**src/rtl/dbus_store_buffer_pkg.sv**
```systemverilog
// Shared types for the data-bus store buffer: bus request/response payloads,
// FIFO entry layout and drain/load state encoding.
package dbus_store_buffer_pkg;

  localparam int unsigned SBUF_DEPTH = 4;

  typedef struct packed {
    logic        valid;
    logic [31:0] addr;
    logic [1:0]  size;
    logic [3:0]  strobe;
    logic [31:0] data;
  } dbus_req_t;

  typedef struct packed {
    logic        addr_ok;
    logic        data_ok;
    logic [31:0] data;
  } dbus_resp_t;

  typedef struct packed {
    logic [31:0] addr;
    logic [1:0]  size;
    logic [3:0]  strobe;
    logic [31:0] data;
  } sbuf_entry_t;

  typedef enum logic [1:0] {
    IDLE,
    ST_ADDR,
    ST_DATA,
    LD_DATA
  } sbuf_state_t;

  function automatic sbuf_entry_t req_to_entry(input dbus_req_t r);
    sbuf_entry_t e;
    e.addr   = r.addr;
    e.size   = r.size;
    e.strobe = r.strobe;
    e.data   = r.data;
    return e;
  endfunction

  function automatic dbus_req_t entry_to_req(input sbuf_entry_t e);
    dbus_req_t r;
    r.valid  = 1'b1;
    r.addr   = e.addr;
    r.size   = e.size;
    r.strobe = e.strobe;
    r.data   = e.data;
    return r;
  endfunction

endpackage

```
**src/rtl/dbus_store_buffer_if.sv**
```systemverilog
// Data-bus channel: request flows master->slave, response slave->master.
interface dbus_store_buffer_if;
  import dbus_store_buffer_pkg::*;

  dbus_req_t  req;
  dbus_resp_t resp;

  modport master (output req, input resp);
  modport slave  (input req, output resp);
endinterface

```
**src/rtl/dbus_store_buffer_fifo.sv**
```systemverilog
// Store-entry FIFO: power-of-two ring with head/tail pointers and an
// occupancy counter one bit wider than the pointers.
module sbuf_fifo
  import dbus_store_buffer_pkg::*;
#(
  parameter int unsigned DEPTH = SBUF_DEPTH
) (
  input  logic        clk,
  input  logic        resetn,
  input  logic        push,
  input  sbuf_entry_t wr_entry,
  input  logic        pop,
  output sbuf_entry_t head_entry,
  output logic        full,
  output logic        empty,
  output logic        last
);

  localparam int unsigned PW = $clog2(DEPTH);
  localparam logic [PW:0] FULL_CNT = (PW + 1)'(DEPTH);
  localparam logic [PW:0] ONE_CNT  = (PW + 1)'(1);

  logic [PW-1:0] head;
  logic [PW-1:0] tail;
  logic [PW:0]   count;
  sbuf_entry_t   mem [DEPTH];

  always_ff @(posedge clk or negedge resetn) begin
    if (!resetn) begin
      head  <= '0;
      tail  <= '0;
      count <= '0;
    end else begin
      if (push) tail <= tail + 1'b1;
      if (pop)  head <= head + 1'b1;
      case ({push, pop})
        2'b10:   count <= count + 1'b1;
        2'b01:   count <= count - 1'b1;
        default: count <= count;
      endcase
    end
  end

  always_ff @(posedge clk) begin
    if (push) mem[tail] <= wr_entry;
  end

  assign head_entry = mem[head];
  assign full       = (count == FULL_CNT);
  assign empty      = (count == '0);
  assign last       = (count == ONE_CNT);

endmodule

```
**src/rtl/dbus_store_buffer.sv**
```systemverilog
// Posted-write buffer: stores are acknowledged immediately and drained in
// order; loads go to memory only once every buffered store has completed.
module dbus_store_buffer
  import dbus_store_buffer_pkg::*;
#(
  parameter int unsigned DEPTH = SBUF_DEPTH
) (
  input  logic                       clk,
  input  logic                       resetn,
  dbus_store_buffer_if.slave         cbus,
  dbus_store_buffer_if.master        mbus,
  output logic                       drained
);

  sbuf_state_t state_q;
  sbuf_state_t state_d;

  logic        push;
  logic        pop;
  logic        full;
  logic        empty;
  logic        last;
  logic        store_req;
  logic        load_req;
  logic        load_pass;
  logic        remain;
  sbuf_entry_t head_entry;
  dbus_req_t   mreq_d;
  dbus_resp_t  cresp_d;

  sbuf_fifo #(
    .DEPTH(DEPTH)
  ) u_fifo (
    .clk        (clk),
    .resetn     (resetn),
    .push       (push),
    .wr_entry   (req_to_entry(cbus.req)),
    .pop        (pop),
    .head_entry (head_entry),
    .full       (full),
    .empty      (empty),
    .last       (last)
  );

  assign store_req = cbus.req.valid && (cbus.req.strobe != '0);
  assign load_req  = cbus.req.valid && (cbus.req.strobe == '0);
  // Outputs are forced quiet while reset is held so a request the core keeps
  // asserting cannot be acknowledged or forwarded.
  assign push      = resetn && store_req && !full && (state_q != LD_DATA);
  assign load_pass = resetn && load_req && (state_q == IDLE) && empty;
  // A same-cycle push keeps the drain going even when the head is the last entry.
  assign remain    = !last || push;

  always_ff @(posedge clk or negedge resetn) begin
    if (!resetn) state_q <= IDLE;
    else         state_q <= state_d;
  end

  always_comb begin
    state_d = state_q;
    pop     = 1'b0;
    mreq_d  = '0;
    cresp_d = '0;

    if (push) begin
      cresp_d.addr_ok = 1'b1;
      cresp_d.data_ok = 1'b1;
    end

    case (state_q)
      IDLE: begin
        if (!empty || push) begin
          state_d = ST_ADDR;
        end else if (load_pass) begin
          mreq_d          = cbus.req;
          cresp_d.addr_ok = mbus.resp.addr_ok;
          cresp_d.data_ok = mbus.resp.addr_ok && mbus.resp.data_ok;
          cresp_d.data    = mbus.resp.data;
          if (mbus.resp.addr_ok && !mbus.resp.data_ok) state_d = LD_DATA;
        end
      end
      ST_ADDR: begin
        mreq_d = entry_to_req(head_entry);
        if (mbus.resp.addr_ok) begin
          if (mbus.resp.data_ok) begin
            pop     = 1'b1;
            state_d = remain ? ST_ADDR : IDLE;
          end else begin
            state_d = ST_DATA;
          end
        end
      end
      ST_DATA: begin
        if (mbus.resp.data_ok) begin
          pop     = 1'b1;
          state_d = remain ? ST_ADDR : IDLE;
        end
      end
      LD_DATA: begin
        cresp_d.data_ok = mbus.resp.data_ok;
        cresp_d.data    = mbus.resp.data;
        if (mbus.resp.data_ok) state_d = IDLE;
      end
      default: state_d = IDLE;
    endcase

    if (!resetn) begin
      mreq_d  = '0;
      cresp_d = '0;
    end
  end

  assign mbus.req  = mreq_d;
  assign cbus.resp = cresp_d;
  assign drained   = empty && (state_q == IDLE);

endmodule

```
**src/flat_wrapper.sv**
```systemverilog
// flat-port wrapper written by rule: the top's interface ports become plain ports
module dbus_store_buffer_flat import dbus_store_buffer_pkg::*;
#(
  parameter int unsigned DEPTH = SBUF_DEPTH
)
  (clk, resetn, drained, cbus_req, cbus_resp, mbus_req, mbus_resp);
  dbus_store_buffer_if cbus_i ();
  dbus_store_buffer_if mbus_i ();
  input  logic clk;
  input  logic resetn;
  output logic drained;
  input wire logic [$bits(cbus_i.req)-1:0] cbus_req;
  output wire logic [$bits(cbus_i.resp)-1:0] cbus_resp;
  output wire logic [$bits(mbus_i.req)-1:0] mbus_req;
  input wire logic [$bits(mbus_i.resp)-1:0] mbus_resp;
  assign cbus_i.req = cbus_req;
  assign cbus_resp = cbus_i.resp;
  assign mbus_req = mbus_i.req;
  assign mbus_i.resp = mbus_resp;
  dbus_store_buffer #(.DEPTH(DEPTH)) u_core (.clk(clk), .resetn(resetn), .cbus(cbus_i), .mbus(mbus_i), .drained(drained));
endmodule
```
**config.mk**
```make
export PLATFORM = sky130hd
export DESIGN_NAME = dbus_store_buffer_flat
export DESIGN_NICKNAME = d
export VERILOG_FILES = /design/src/rtl/dbus_store_buffer_pkg.sv /design/src/rtl/dbus_store_buffer_if.sv /design/src/rtl/dbus_store_buffer_fifo.sv /design/src/rtl/dbus_store_buffer.sv /design/src/flat_wrapper.sv
export SDC_FILE = /design/constraint.sdc
export NUM_CORES = 1
export LEC_CHECK = 0
export ABC_AREA = 1
export CAP_MARGIN = 20
export CORE_UTILIZATION = 53
export CTS_CLUSTER_SIZE = 30
export DETAILED_ROUTE_END_ITERATION = 12
export MAX_ROUTING_LAYER = met4
export PLACE_DENSITY = 0.8
export SLEW_MARGIN = 20
export SYNTH_ARGS = -nofsm -noshare
export SYNTH_HDL_FRONTEND = slang
export SYNTH_SLANG_ARGS = --single-unit
```
**constraint.sdc**
```tcl
create_clock -name clk -period 6.3 [get_ports clk]
set_input_delay 1.26 -clock clk [delete_from_list [all_inputs] [get_ports clk]]
set_output_delay 1.26 -clock clk [all_outputs]
set_load 0.03 [all_outputs]
```
==> reports/metrics.yaml <==
setup_path:
  cpMaxStageDelayCell: "clkdlybuf4s50_1"
  worstPathMaxFanout: 34
  cp-end-kind: "output port"
  cp_data_required_time_ns: 5.04
  critPathLaunchType: "input port"
  worstPathArrival_ns: 4.17
  worst-r2r-cell-count: 7
  critical_path.top_delay_family: "buffers and inverters"
  worstSetupPathType: "in2out"
  critical_path_buf_inv_count: 3
  worstSetupStartpoint: "resetn"
  critical_path.reg2reg.endpoint: "u_core.u_fifo.mem[3][30]"
  cp_cell_sequence: "clkdlybuf4s50_1 -> nand2_1 -> nor3_4 -> buf_4 -> nand2_1 -> a21oi_1 -> clkdlybuf4s50_1"
  cp_slowest_stage_delay_ns: 0.86
  rrSetupSlack_ns: 3.81
  worst_r2r_startpoint: "u_core.u_fifo.count[0]"
route:
  drt_pass1_iterations: 5
  first_iter_violations: 781
  post_drt_via_cell_ratio: 5.741
  ant_nets: 0
  drt-total-wl_um: 28250
  drt_drc: 0
  routed_via_count: 8847
  wire_per_inst_um: 18.33
sta:
  relSlewSlack_pct: 31.96
  max_freq_ghz: 0.1841
  hold-worst-slack_ns: 0.5613
  rsz0062_at_grt: "no"
  finalSetupTns_ns: 0
  final_period_minus_worst_setup_slack_ns: 5.432
  hold_violations: 0
  finalCritPeriodShare_pct: 86.22
  total_count_of_max_transition_violations_in_the_final_report: 0
  finClkSkew_ns: 0.01217
  tightestPinTransition_ns: 1.021
  finalSetupViolations: 0
synth:
  synthesis.nets: 1175
  synth_commonest_cells: "280 x edfxtp_1, 165 x nor2_1, 156 x nand2_1, 138 x o21ai_0, 74 x a21oi_1"
  synthesis.instances: 1055
  synth_ff_type: "edfxtp_1"
  yosysMostFrequentCell: "edfxtp_1"
  synth.ff_latch_count: 289
  synth_area_per_cell_um2: 11.65
  ys_async_sr_fraction_pct: 3.114
  post_synth_num_cell_types: 25
  synth_seq_area_share_pct: 70.24
  synth_top_cells_by_area: "edfxtp_1 68%, o21ai_0 5.6%, nor2_1 5.0%"
  synth.top_cell.area_share_pct: 68.41
  ys.warnings.count: 0
  synth.largest_area_cell: "edfxtp_1"
  netlist_area_um2: 12290
  synth_edf_count: 280
hold_path:
  hold_path_endpoint: "u_core.u_fifo.count[1]"
  hold_path.class: "reg2reg"
  worst_hold_startpoint: "u_core.u_fifo.count[1]"
  min_path_cells: 2
grt:
  grt-ovfl-total: 0
  global_route.peak_usage_layer: "met2"
  gr-usage-all-layers_pct: 24.35
  grtUsageMet3_pct: 3.390
  global_route_wire_length_before_repair_um: 44000
  grtUsageMet1_pct: 29.80
  largest_net_degree_at_the_start_of_global_routing: 101
  via_count_of_the_first_global_routing_pass: 8669
  number_of_antenna_violations_at_the_first_check_in_global_routing: 1
  groute.layer.met2.usage_pct: 41.80
run_status:
  outcome: "finished, final reports clean"
place:
  cell_area_after_placement_um2: 14650
  place.gp.congestion: 0.7882
  placed_wire_length_estimate_um: 16500
  port_buffers: 212
final_layout:
  finish.net_count: 1359
  stdcell_area_um2: 15520
  fillCellCount: 1580
  post-route-util_pct: 68.33
  layout-drive-gt1-share_pct: 5.259
  area.growth.synth_to_final_pct: 26.25
clocking:
  clock-root-buffer: "clkbuf_16"
  numCtsBuffers: 27
  clk-insertion-delay-late_ns: 0.53
  post_cts.resized_instances: 0
  post_cts.repair.setup_buffers: 0
  ctsHtreeMaxLevel: 1
  cts_hold_buffers: 0
  cts_max_path_buffers: 3
  cts.clk_slew.worst_paths_ns: 0.06
  cts_tree: "done"
  cts_sinks: 289
run:
  max_cap_violations: 0
floorplanning:
  chipHeight_um: 154.3
  placeableCoreArea_um2: 22710
  num_rows: 55
  chipWidth_um: 154.3
  design.portCount: 213
  start_util_pct: 54.12
  die-area_um2: 23800
power_and_ir_drop:
  cellLeakagePower_nw: 5.063
  power_density_nw_per_um2: 404.1
  peakVddDrop_mv: 0.2859
[cell families (layout without fill, tap and decap cells)]
| group | Yosys count | in the layout | share of synthesized area (%) |
|---|---|---|---|
| AOI/OAI and AO/OA | 284 | 284 | 12.27 |
| other | 0 | 1 | 0 |
| and+or+nand+nor | 363 | 363 | 12.23 |
| buffers and inverters | 101 | 301 | 3.583 |
| DFF | 289 | 289 | 70.24 |
| adders and majority gates | 13 | 13 | 1.323 |
| xor gates and xnor gates | 5 | 5 | 0.3564 |
[metrics by stage]
step	instances	power (mW)	worst slack, ns
finish	1541	6.271	0.8681
global route	1541	6.597	0.6920
CTS	1538	6.281	0.8477
detailed placement	1493	4.779	0.8545
global placement	1493	4.721	0.9289
floorplan	1055	4.002	1.110
[final cells by class]
class	count	area, um^2	share of cell area, %
Clock inverter	14	123.9	0.7983
Timing Repair Buffer	230	2347	15.13
Sequential cell	289	8638	55.67
Tap cell	285	356.6	2.298
Antenna cell	1	2.502	0.01613
Clock buffer	31	690.7	4.451
Inverter	26	100.1	0.6451
Multi-Input combinational cell	665	3258	21.00
[registers in the layout (all words and copies together), names as in the netlist]
| signal | flops |
|---|---|
| u_core.u_fifo.head | 2 |
| u_core.u_fifo.tail | 2 |
| u_core.u_fifo.mem | 280 |
| u_core.state_q | 2 |
| u_core.u_fifo.count | 3 |
[layout by cell type (no fill, tap or decap), drive strengths merged]
cell type,instances
o21ai,142
nor3b,32
buf,18
clkbuf,31
ha,13
nand2,156
nor3,1
xor2,3
bufinv,2
diode,1
o22ai,67
nor2,165
dfrtp,9
clkinv,9
clkdlybuf4s50,212
xnor2,2
a21oi,74
or2,1
nand3,7
edfxtp,280
nand4,1
clkinvlp,2
inv,27
o21bai,1
[power by group]
group | internal (mW) | total (mW) | switching [mW]
logic | 0.784 | 2.33 | 1.55
registers | 2.33 | 2.43 | 0.0988
clock network | 0.860 | 1.51 | 0.648
[worst register-to-register path, stage by stage, from the launching register on]
cell     delay, ns
dfrtp_1       0.43
inv_1         0.09
ha_1          0.24
nand2_1       0.10
nand3_1       0.10
buf_4         0.22
nor2_4        0.51
buf_4         0.47
[per-layer routing]
| layer | wire length [um] | share of wire (%) |
|---|---|---|
| met1 | 11160 | 39 |
| met2 | 14230 | 50 |
| met3 | 2196 | 7.8 |
| met4 | 662 | 2.3 |
| met5 | 0 | 0 |
[worst max path at each step]
stage                              end  slack (ns)  cells after the start
5_1_grt                    mbus_req[2]        0.69                      7
3_3_place_gp               mbus_req[2]        0.93                      7
4_1_cts                    mbus_req[2]        0.85                      7
2_1_floorplan  u_core.u_fifo.mem[0][0]        1.11                      5
3_5_place_dp               mbus_req[2]        0.85                      7
6_report                   mbus_req[2]        0.87                      7
(Power assumes the default switching activity.)
